===== config.mk =====
export PLATFORM = sky130hd
export DESIGN_NAME = regfile_access_ctrl
export DESIGN_NICKNAME = d
export VERILOG_FILES = /design/src/rtl/regfile_sec_pkg.sv /design/src/rtl/regfile_unlock_fsm.sv /design/src/rtl/regfile_access_ctrl.sv
export SDC_FILE = /design/constraint.sdc
export NUM_CORES = 1
export LEC_CHECK = 0
export CAP_MARGIN = 10
export CORE_AREA = 4 4 146 148
export CTS_BUF_LIST = sky130_fd_sc_hd__clkbuf_4 sky130_fd_sc_hd__clkbuf_8
export DETAILED_ROUTE_END_ITERATION = 16
export DIE_AREA = 0 0 150 152
export PLACE_DENSITY = 0.7
export SLEW_MARGIN = 10
export SYNTH_ARGS = -nofsm -noshare
export SYNTH_HDL_FRONTEND = slang
export SYNTH_HIERARCHICAL = 1
export SYNTH_SLANG_ARGS = --single-unit

===== constraint.sdc =====
create_clock -name i_clk -period 2.29 [get_ports i_clk]
set_clock_uncertainty 0.05 [all_clocks]
set_input_delay 0.458 -clock i_clk [delete_from_list [all_inputs] [get_ports i_clk]]
set_output_delay 0.458 -clock i_clk [all_outputs]
set_load 0.005 [all_outputs]

===== src/rtl/regfile_sec_pkg.sv =====
// Shared types and defaults for the secured register file initiator.
package regfile_sec_pkg;
  localparam int DEF_AW        = 10;
  localparam int DEF_DW        = 32;
  localparam int DEF_SINK_ADDR = 1023;
  localparam int KEY_W         = 16;

  typedef enum logic [1:0] {
    ST_LOCKED   = 2'd0,
    ST_UNLOCKED = 2'd1,
    ST_LOCKOUT  = 2'd2
  } sec_state_e;
endpackage


===== src/rtl/regfile_unlock_fsm.sv =====
// Key unlock state machine with brute-force lockout and idle auto-relock.
// Transitions take effect the cycle after the triggering input; no backpressure.
module regfile_unlock_fsm
  import regfile_sec_pkg::*;
#(
  parameter int MAX_FAIL       = 3,
  parameter int LOCKOUT_CYCLES = 256,
  parameter int UNLOCK_TIMEOUT = 1024
) (
  input  logic       i_clk,
  input  logic       i_rst,
  input  logic       i_unlock_valid,
  input  logic       i_key_match,
  input  logic       i_relock,
  input  logic       i_prot_access,
  output sec_state_e o_state,
  output logic       o_locked,
  output logic       o_lockout
);
  localparam int FW = $clog2(MAX_FAIL + 1);
  localparam int LW = $clog2(LOCKOUT_CYCLES + 1);
  localparam int IW = $clog2(UNLOCK_TIMEOUT);
  localparam logic [FW-1:0] FAIL_LAST = FW'(MAX_FAIL - 1);
  localparam logic [LW-1:0] LOCK_LOAD = LW'(LOCKOUT_CYCLES);
  localparam logic [IW-1:0] IDLE_LAST = IW'(UNLOCK_TIMEOUT - 1);

  sec_state_e    r_state;
  logic [FW-1:0] r_fail_cnt;
  logic [LW-1:0] r_lock_tmr;
  logic [IW-1:0] r_idle_tmr;
  logic          r_locked;
  logic          r_lockout;

  always_ff @(posedge i_clk) begin
    if (i_rst) begin
      r_state    <= ST_LOCKED;
      r_fail_cnt <= '0;
      r_lock_tmr <= '0;
      r_idle_tmr <= '0;
      r_locked   <= 1'b1;
      r_lockout  <= 1'b0;
    end else begin
      case (r_state)
        ST_LOCKED: begin
          if (i_unlock_valid) begin
            if (i_key_match) begin
              r_state    <= ST_UNLOCKED;
              r_fail_cnt <= '0;
              r_idle_tmr <= '0;
              r_locked   <= 1'b0;
            end else if (r_fail_cnt == FAIL_LAST) begin
              r_state    <= ST_LOCKOUT;
              r_fail_cnt <= r_fail_cnt + 1'b1;
              r_lock_tmr <= LOCK_LOAD;
              r_lockout  <= 1'b1;
            end else begin
              r_fail_cnt <= r_fail_cnt + 1'b1;
            end
          end
        end
        ST_LOCKOUT: begin
          // Attempts are ignored here; the last timer cycle hands back to LOCKED.
          if (r_lock_tmr == LW'(1)) begin
            r_state    <= ST_LOCKED;
            r_fail_cnt <= '0;
            r_lock_tmr <= '0;
            r_lockout  <= 1'b0;
          end else begin
            r_lock_tmr <= r_lock_tmr - 1'b1;
          end
        end
        ST_UNLOCKED: begin
          if (i_relock || (!i_prot_access && (r_idle_tmr == IDLE_LAST))) begin
            r_state    <= ST_LOCKED;
            r_idle_tmr <= '0;
            r_locked   <= 1'b1;
          end else if (i_prot_access) begin
            r_idle_tmr <= '0;
          end else begin
            r_idle_tmr <= r_idle_tmr + 1'b1;
          end
        end
        default: begin
          r_state   <= ST_LOCKED;
          r_locked  <= 1'b1;
          r_lockout <= 1'b0;
        end
      endcase
    end
  end

  assign o_state   = r_state;
  assign o_locked  = r_locked;
  assign o_lockout = r_lockout;
endmodule


===== src/rtl/regfile_access_ctrl.sv =====
// Secured regfile initiator: gates the protected region, forwards same-cycle writes, 1-cycle read response.
// No backpressure; writes issue every cycle. Optional SEC_AUDIT_EN adds violation count/last address.
module regfile_access_ctrl
  import regfile_sec_pkg::*;
#(
  parameter int AW             = DEF_AW,
  parameter int DW             = DEF_DW,
  parameter int PROT_BASE      = 992,
  parameter int SINK_ADDR      = DEF_SINK_ADDR,
  parameter int MAX_FAIL       = 3,
  parameter int LOCKOUT_CYCLES = 256,
  parameter int UNLOCK_TIMEOUT = 1024
) (
  input  logic             i_clk,
  input  logic             i_rst,
  input  logic             i_rd_valid,
  input  logic [AW-1:0]    i_rd_addr1,
  input  logic [AW-1:0]    i_rd_addr2,
  output logic             o_rsp_valid,
  output logic [DW-1:0]    o_rsp_data1,
  output logic [DW-1:0]    o_rsp_data2,
  input  logic             i_wb_alu_valid,
  input  logic [AW-1:0]    i_wb_alu_addr,
  input  logic [DW-1:0]    i_wb_alu_data,
  input  logic             i_wb_mem_valid,
  input  logic [AW-1:0]    i_wb_mem_addr,
  input  logic [DW-1:0]    i_wb_mem_data,
  input  logic             i_unlock_valid,
  input  logic [KEY_W-1:0] i_unlock_key,
  input  logic             i_relock,
  output logic             o_locked,
  output logic             o_lockout,
  output logic             o_violation,
`ifdef SEC_AUDIT_EN
  output logic [15:0]      o_viol_count,
  output logic [AW-1:0]    o_last_viol_addr,
`endif
  output logic [AW-1:0]    o_rf_reg1,
  output logic [AW-1:0]    o_rf_reg2,
  output logic [AW-1:0]    o_rf_address_alu,
  output logic [AW-1:0]    o_rf_address_mem,
  output logic [DW-1:0]    o_rf_write_data_alu,
  output logic [DW-1:0]    o_rf_write_data_mem,
  input  logic [DW-1:0]    i_rf_read_reg1,
  input  logic [DW-1:0]    i_rf_read_reg2,
  input  logic [KEY_W-1:0] i_rf_key_access
);
  localparam logic [AW-1:0] SINK    = AW'(SINK_ADDR);
  localparam logic [AW-1:0] PROT_LO = AW'(PROT_BASE);

  sec_state_e    w_state;
  logic          w_unlocked;
  logic          w_alu_live, w_alu_prot, w_alu_ok;
  logic          w_mem_live, w_mem_prot, w_mem_ok;
  logic          w_rd1_prot, w_rd2_prot;
  logic          w_viol, w_prot_access;
  logic [DW-1:0] w_rd_dat1, w_rd_dat2;
  logic          r_rsp_valid, r_violation;
  logic [DW-1:0] r_rsp_data1, r_rsp_data2;

  function automatic logic is_prot(input logic [AW-1:0] a);
    return (a >= PROT_LO) && (a != SINK);
  endfunction

  // ALU is applied after MEM so it wins on an address collision, like the regfile.
  function automatic logic [DW-1:0] read_val(
    input logic [AW-1:0] a, input logic [DW-1:0] rf, input logic unl,
    input logic alu_ok, input logic [AW-1:0] alu_a, input logic [DW-1:0] alu_d,
    input logic mem_ok, input logic [AW-1:0] mem_a, input logic [DW-1:0] mem_d);
    logic [DW-1:0] v;
    v = rf;
    if (mem_ok && (mem_a == a)) v = mem_d;
    if (alu_ok && (alu_a == a)) v = alu_d;
    if ((a == SINK) || (is_prot(a) && !unl)) v = '0;
    return v;
  endfunction

  assign w_unlocked = (w_state == ST_UNLOCKED);
  assign w_alu_live = i_wb_alu_valid && (i_wb_alu_addr != SINK);
  assign w_mem_live = i_wb_mem_valid && (i_wb_mem_addr != SINK);
  assign w_alu_prot = w_alu_live && is_prot(i_wb_alu_addr);
  assign w_mem_prot = w_mem_live && is_prot(i_wb_mem_addr);
  assign w_alu_ok   = !i_rst && w_alu_live && (!w_alu_prot || w_unlocked);
  assign w_mem_ok   = !i_rst && w_mem_live && (!w_mem_prot || w_unlocked);
  assign w_rd1_prot = i_rd_valid && is_prot(i_rd_addr1);
  assign w_rd2_prot = i_rd_valid && is_prot(i_rd_addr2);

  assign w_prot_access = w_alu_prot || w_mem_prot || w_rd1_prot || w_rd2_prot;
  assign w_viol        = w_prot_access && !w_unlocked;

  assign o_rf_address_alu    = w_alu_ok ? i_wb_alu_addr : SINK;
  assign o_rf_address_mem    = w_mem_ok ? i_wb_mem_addr : SINK;
  assign o_rf_write_data_alu = w_alu_ok ? i_wb_alu_data : '0;
  assign o_rf_write_data_mem = w_mem_ok ? i_wb_mem_data : '0;
  assign o_rf_reg1           = (!i_rst && i_rd_valid) ? i_rd_addr1 : '0;
  assign o_rf_reg2           = (!i_rst && i_rd_valid) ? i_rd_addr2 : '0;

  assign w_rd_dat1 = read_val(i_rd_addr1, i_rf_read_reg1, w_unlocked,
                              w_alu_ok, i_wb_alu_addr, i_wb_alu_data,
                              w_mem_ok, i_wb_mem_addr, i_wb_mem_data);
  assign w_rd_dat2 = read_val(i_rd_addr2, i_rf_read_reg2, w_unlocked,
                              w_alu_ok, i_wb_alu_addr, i_wb_alu_data,
                              w_mem_ok, i_wb_mem_addr, i_wb_mem_data);

  regfile_unlock_fsm #(
    .MAX_FAIL       (MAX_FAIL),
    .LOCKOUT_CYCLES (LOCKOUT_CYCLES),
    .UNLOCK_TIMEOUT (UNLOCK_TIMEOUT)
  ) u_fsm (
    .i_clk          (i_clk),
    .i_rst          (i_rst),
    .i_unlock_valid (i_unlock_valid),
    .i_key_match    (i_unlock_key == i_rf_key_access),
    .i_relock       (i_relock),
    .i_prot_access  (w_prot_access),
    .o_state        (w_state),
    .o_locked       (o_locked),
    .o_lockout      (o_lockout)
  );

  always_ff @(posedge i_clk) begin
    if (i_rst) begin
      r_rsp_valid <= 1'b0;
      r_rsp_data1 <= '0;
      r_rsp_data2 <= '0;
      r_violation <= 1'b0;
    end else begin
      r_rsp_valid <= i_rd_valid;
      r_violation <= w_viol;
      if (i_rd_valid) begin
        r_rsp_data1 <= w_rd_dat1;
        r_rsp_data2 <= w_rd_dat2;
      end
    end
  end

  assign o_rsp_valid = r_rsp_valid;
  assign o_rsp_data1 = r_rsp_data1;
  assign o_rsp_data2 = r_rsp_data2;
  assign o_violation = r_violation;

`ifdef SEC_AUDIT_EN
  logic [15:0]   r_viol_count;
  logic [AW-1:0] r_last_viol_addr;
  logic [AW-1:0] w_viol_addr;

  always_comb begin
    w_viol_addr = i_rd_addr2;
    if (w_rd1_prot)      w_viol_addr = i_rd_addr1;
    else if (w_rd2_prot) w_viol_addr = i_rd_addr2;
    if (w_mem_prot)      w_viol_addr = i_wb_mem_addr;
    if (w_alu_prot)      w_viol_addr = i_wb_alu_addr;
  end

  always_ff @(posedge i_clk) begin
    if (i_rst) begin
      r_viol_count     <= '0;
      r_last_viol_addr <= '0;
    end else if (w_viol) begin
      if (r_viol_count != 16'hFFFF) r_viol_count <= r_viol_count + 16'd1;
      r_last_viol_addr <= w_viol_addr;
    end
  end

  assign o_viol_count     = r_viol_count;
  assign o_last_viol_addr = r_last_viol_addr;
`endif
endmodule


==> key figures <==
Run status
  – Status: finished, violations left
  – Failing checks: negative setup slack

Synthesis
  – Synthesized area: 0.005939 mm2
  – Top cell type's share of synthesized area: a little under a third
  – Commonest cells in the netlist: dfxtp_1, and2_1, nand2_1
  – Ys async rst share: 0%
  – Synthesized flop and latch total: roughly 90
  – Synth Net Count: approximately 900
  – Synth Warn #: 6
  – Area leader, netlist: dfxtp_1
  – Seq/Total Area, Yosys: between 30 and 40%
  – Synth top area cells: dfxtp_1, mux2i_1, o221ai_1, and2_1, xnor2_1
  – Syn_area_per_cell: about 8.6 um2
  – Most common cell in the synthesized netlist: dfxtp_1
  – Mapped Cells: just under 700
  – Post-synth EDFFs: 0
  – Synth cell types: 53
  – Primary FF master, synth: dfxtp_1

Clocking
  – H-Tree Level Count: 3
  – Clock transition at the registers of the reported paths: roughly 0.09 ns
  – Skew-Pair Late Insertion Delay: between 0.3 and 0.4 ns
  – Longest Clk Path Bufs: 2
  – CTS Root Cell: clkbuf_8
  – CTS tree: yes
  – # hold bufs at CTS: 0
  – CTS Buf Count: 9
  – Clock Sinks: 91

Critical path
  – FF-to-FF path depth: 11
  – CP max stage delay: about 0.33 ns
  – Crit path to: o_rf_address_mem[2]
  – CP max-delay cell: dfxtp_2
  – CP startpoint kind: flip-flop
  – Reg2reg end: o_rsp_data1[23]
  – R2R Path Start: u_fsm/o_state[1]
  – Buf/Inv on CP: 5
  – Crit path capture type: primary output
  – Most used cell, CP: buf_16
  – Worst path depth: 9
  – CP delay by family, top: buffers and inverters
  – Critical path type: reg -> out
  – Critical Path AT: 1.93 ns
  – Critical path, cell by cell: and2b_2, o21ai_2, a31oi_4, buf_12, buf_16, buf_16, buf_6, nand2b_1, buf_2
  – Worst reg2reg setup slack: -0.01 ns
  – Crit-path max FO: 6
  – Worst EP required: 1.78 ns
  – CP Launch Point: u_fsm/o_state[1]

Worst hold path
  – Hold WC Path Type: reg -> reg
  – WHS Path Cells: 2

Finish
  – Layout net count: roughly 1.4k
  – Fill count: 1,807
  – Share of layout cells above drive strength 1: 30.24%
  – Cell area after layout: around 0.012 mm2
  – Area delta synth->final: 103.6%

Placement
  – Placement Setup Slack: -0.6117 ns
  – Port Buffer Count: ~380
  – Routability cong.: 0.8766
  – Cell Area, Placed: around 0.011 mm2
  – Hpwl dp: 21,000 um

Route
  – Drt wl/cell: about 21 um
  – First DRT Iteration DRCs: 287
  – Initial DRT Pass Iterations: 5
  – # DRC: 0
  – Avg Vias per Cell: 4.963
  – Final WL: roughly 30,000 um
  – Vias post-DR: approximately 7.2k
  – Antenna violation net count after detailed routing: 0

Global routing
  – Largest net degree at the start of global routing: 65
  – Initial antenna violation count: 1
  – Global route overflow: 0
  – First-pass GRT wire length: about 42,000 um
  – GRT Total Usage: 24.04%
  – Vias in the first global route: 6,992

Die
  – Chip height: 152 um
  – Core Area: between 0.02 and 0.025 mm2
  – Starting Density: between 20 and 30%
  – DIE AREA: roughly 0.023 mm2
  – Row count: 52
  – I/O pin count: roughly 380
  – Die width: 150 um

STA
  – Final WS setup: -0.1510 ns
  – Final Cycle Share: 106.6%
  – Unrepaired setup endpoints after global routing: true
  – Final min period: about 2.4 ns
  – Slew HR: 56.94%
  – Final setup violation count: 75
  – Fmax: between 400 and 500 MHz
  – Final slew viol count: 0
  – Least-Margin Pin Slew: approximately 0.64 ns
  – Final hold vios: 0

Power
  – Pleak: around 0.0056 uW
  – VDD IR max: around 0.34 mV
  – P per Cell Area: ~370 mW/mm2

Run
  – Maxcap violations: 0
[per-layer routing]
| metal | routed length [um] | track usage [%] | vias up |
|---|---|---|---|
| li1 | - | - | 3416 |
| met4 | 809 | 6.667 | 0 |
| met1 | 12090 | 29.17 | 3433 |
| met3 | 2083 | 5.153 | 51 |
| met2 | 15450 | 42.58 | 271 |
| met5 | 0 | 0 | - |
[worst reg2reg max path, delay by kind of cell (launching register included)]
kind            cells  cell delay [ns]
buf+inv             5             0.79
simple gates        2             0.41
mux                 1             0.20
compound gates      3             0.42
flops               1             0.33
[worst min path at each step]
stage | slack, ns | to | startpoint
2_1_floorplan | 0.41 | o_rsp_data1[0] | o_rsp_data1[0]
3_3_place_gp | 0.39 | o_rsp_data2[24] | o_rsp_data2[24]
3_5_place_dp | 0.40 | o_rsp_data1[20] | o_rsp_data1[20]
4_1_cts | 0.42 | o_rsp_data2[13] | o_rsp_data2[13]
5_1_grt | 0.44 | o_rsp_data2[19] | o_rsp_data2[19]
6_report | 0.42 | o_rsp_data1[30] | o_rsp_data1[30]
[cells in the final DEF (no fill, tap or decap), types with 6 or more instances in the layout]
cell             Yosys  final
mux2i_1             64     61
o211ai_1             6      6
buf_8                0      6
xor2_1              32     32
nand4_1             13     13
dfxtp_1             91     90
o221ai_1            64     36
dlygate4sd2_1        0     41
clkdlybuf4s50_1      0    221
nand2_1             78     75
buf_4                1     70
a21oi_1              8      7
inv_1               36     35
o21ai_0             10     10
buf_16               0      9
and2_4               0     47
nor3_1               9      8
dlymetal6s2s_1       0     31
buf_2               16     29
buf_6                6     67
nand2b_4             0      7
clkbuf_16            0      7
nand3_1             10      8
xnor2_1             39     39
clkbuf_8             0      9
buf_12               0     19
o221ai_2             0     27
and2_1              84     37
nand2b_1            19     12
nor2_1              27     26
[flip-flops by register name (all words and copies together), names as in the netlist]
name,count
u_fsm/o_state,2
u_fsm/r_fail_cnt,2
o_rsp_valid,1
o_rsp_data1,32
o_rsp_data2,32
o_violation,1
u_fsm/o_locked,1
u_fsm/r_lock_tmr,9
u_fsm/o_lockout,1
u_fsm/r_idle_tmr,10
[through the flow]
stage	instances	power, uW	setup TNS [ns]	util, %	hold slack [ns]
after floorplan	693	2184	0	-	0.4069
after global placement	1384	3115	-72.40	53.20	0.3921
after detailed placement	1384	3129	-78.25	53.20	0.3976
after CTS	1435	4381	-7.501	56.47	0.4228
after global routing	1445	4651	-12.54	60.35	0.4381
final	1445	4453	-6.310	60.35	0.4199
[power breakdown]
| part | leakage (uW) | switching, uW | internal (uW) |
|---|---|---|---|
| Clock | 0.0000970 | 613 | 536 |
| Sequential | 0.000747 | 58.9 | 1670 |
| Combinational | 0.00480 | 628 | 947 |
[layout make-up]
cell class / instances / area, um2 / share of cell area, %
Sequential cell: 91 / 1823 / 15.08
Inverter: 36 / 135.1 / 1.117
Antenna cell: 1 / 2.502 / 0.02069
Tap cell: 270 / 337.8 / 2.794
Clock inverter: 5 / 62.56 / 0.5173
Multi-Input combinational cell: 527 / 4279 / 35.39
Timing Repair Buffer: 504 / 5314 / 43.94
Clock buffer: 11 / 138.9 / 1.148
[kinds of logic after synthesis]
family,share of synthesized area (%)
AND/OR/NAND/NOR,27.05
AO/OA/AOI/OAI,14.28
flip-flops,30.67
buffers and inverters,5.899
XOR/XNOR,10.47
multiplexers,10.79
adder cells (fa/ha/maj),0.8427
[repair_timing]
| action | 4_1_cts | 5_1_grt |
|---|---|---|
| endpoints found under the setup margin | 120 | 165 |
| pin swaps | 43 | 33 |
| setup buffers | 23 | 6 |
| gates cloned | 13 | 9 |
| gates resized for setup | 434 | 179 |
No activity file was read; power rests on OpenSTA's default activity.
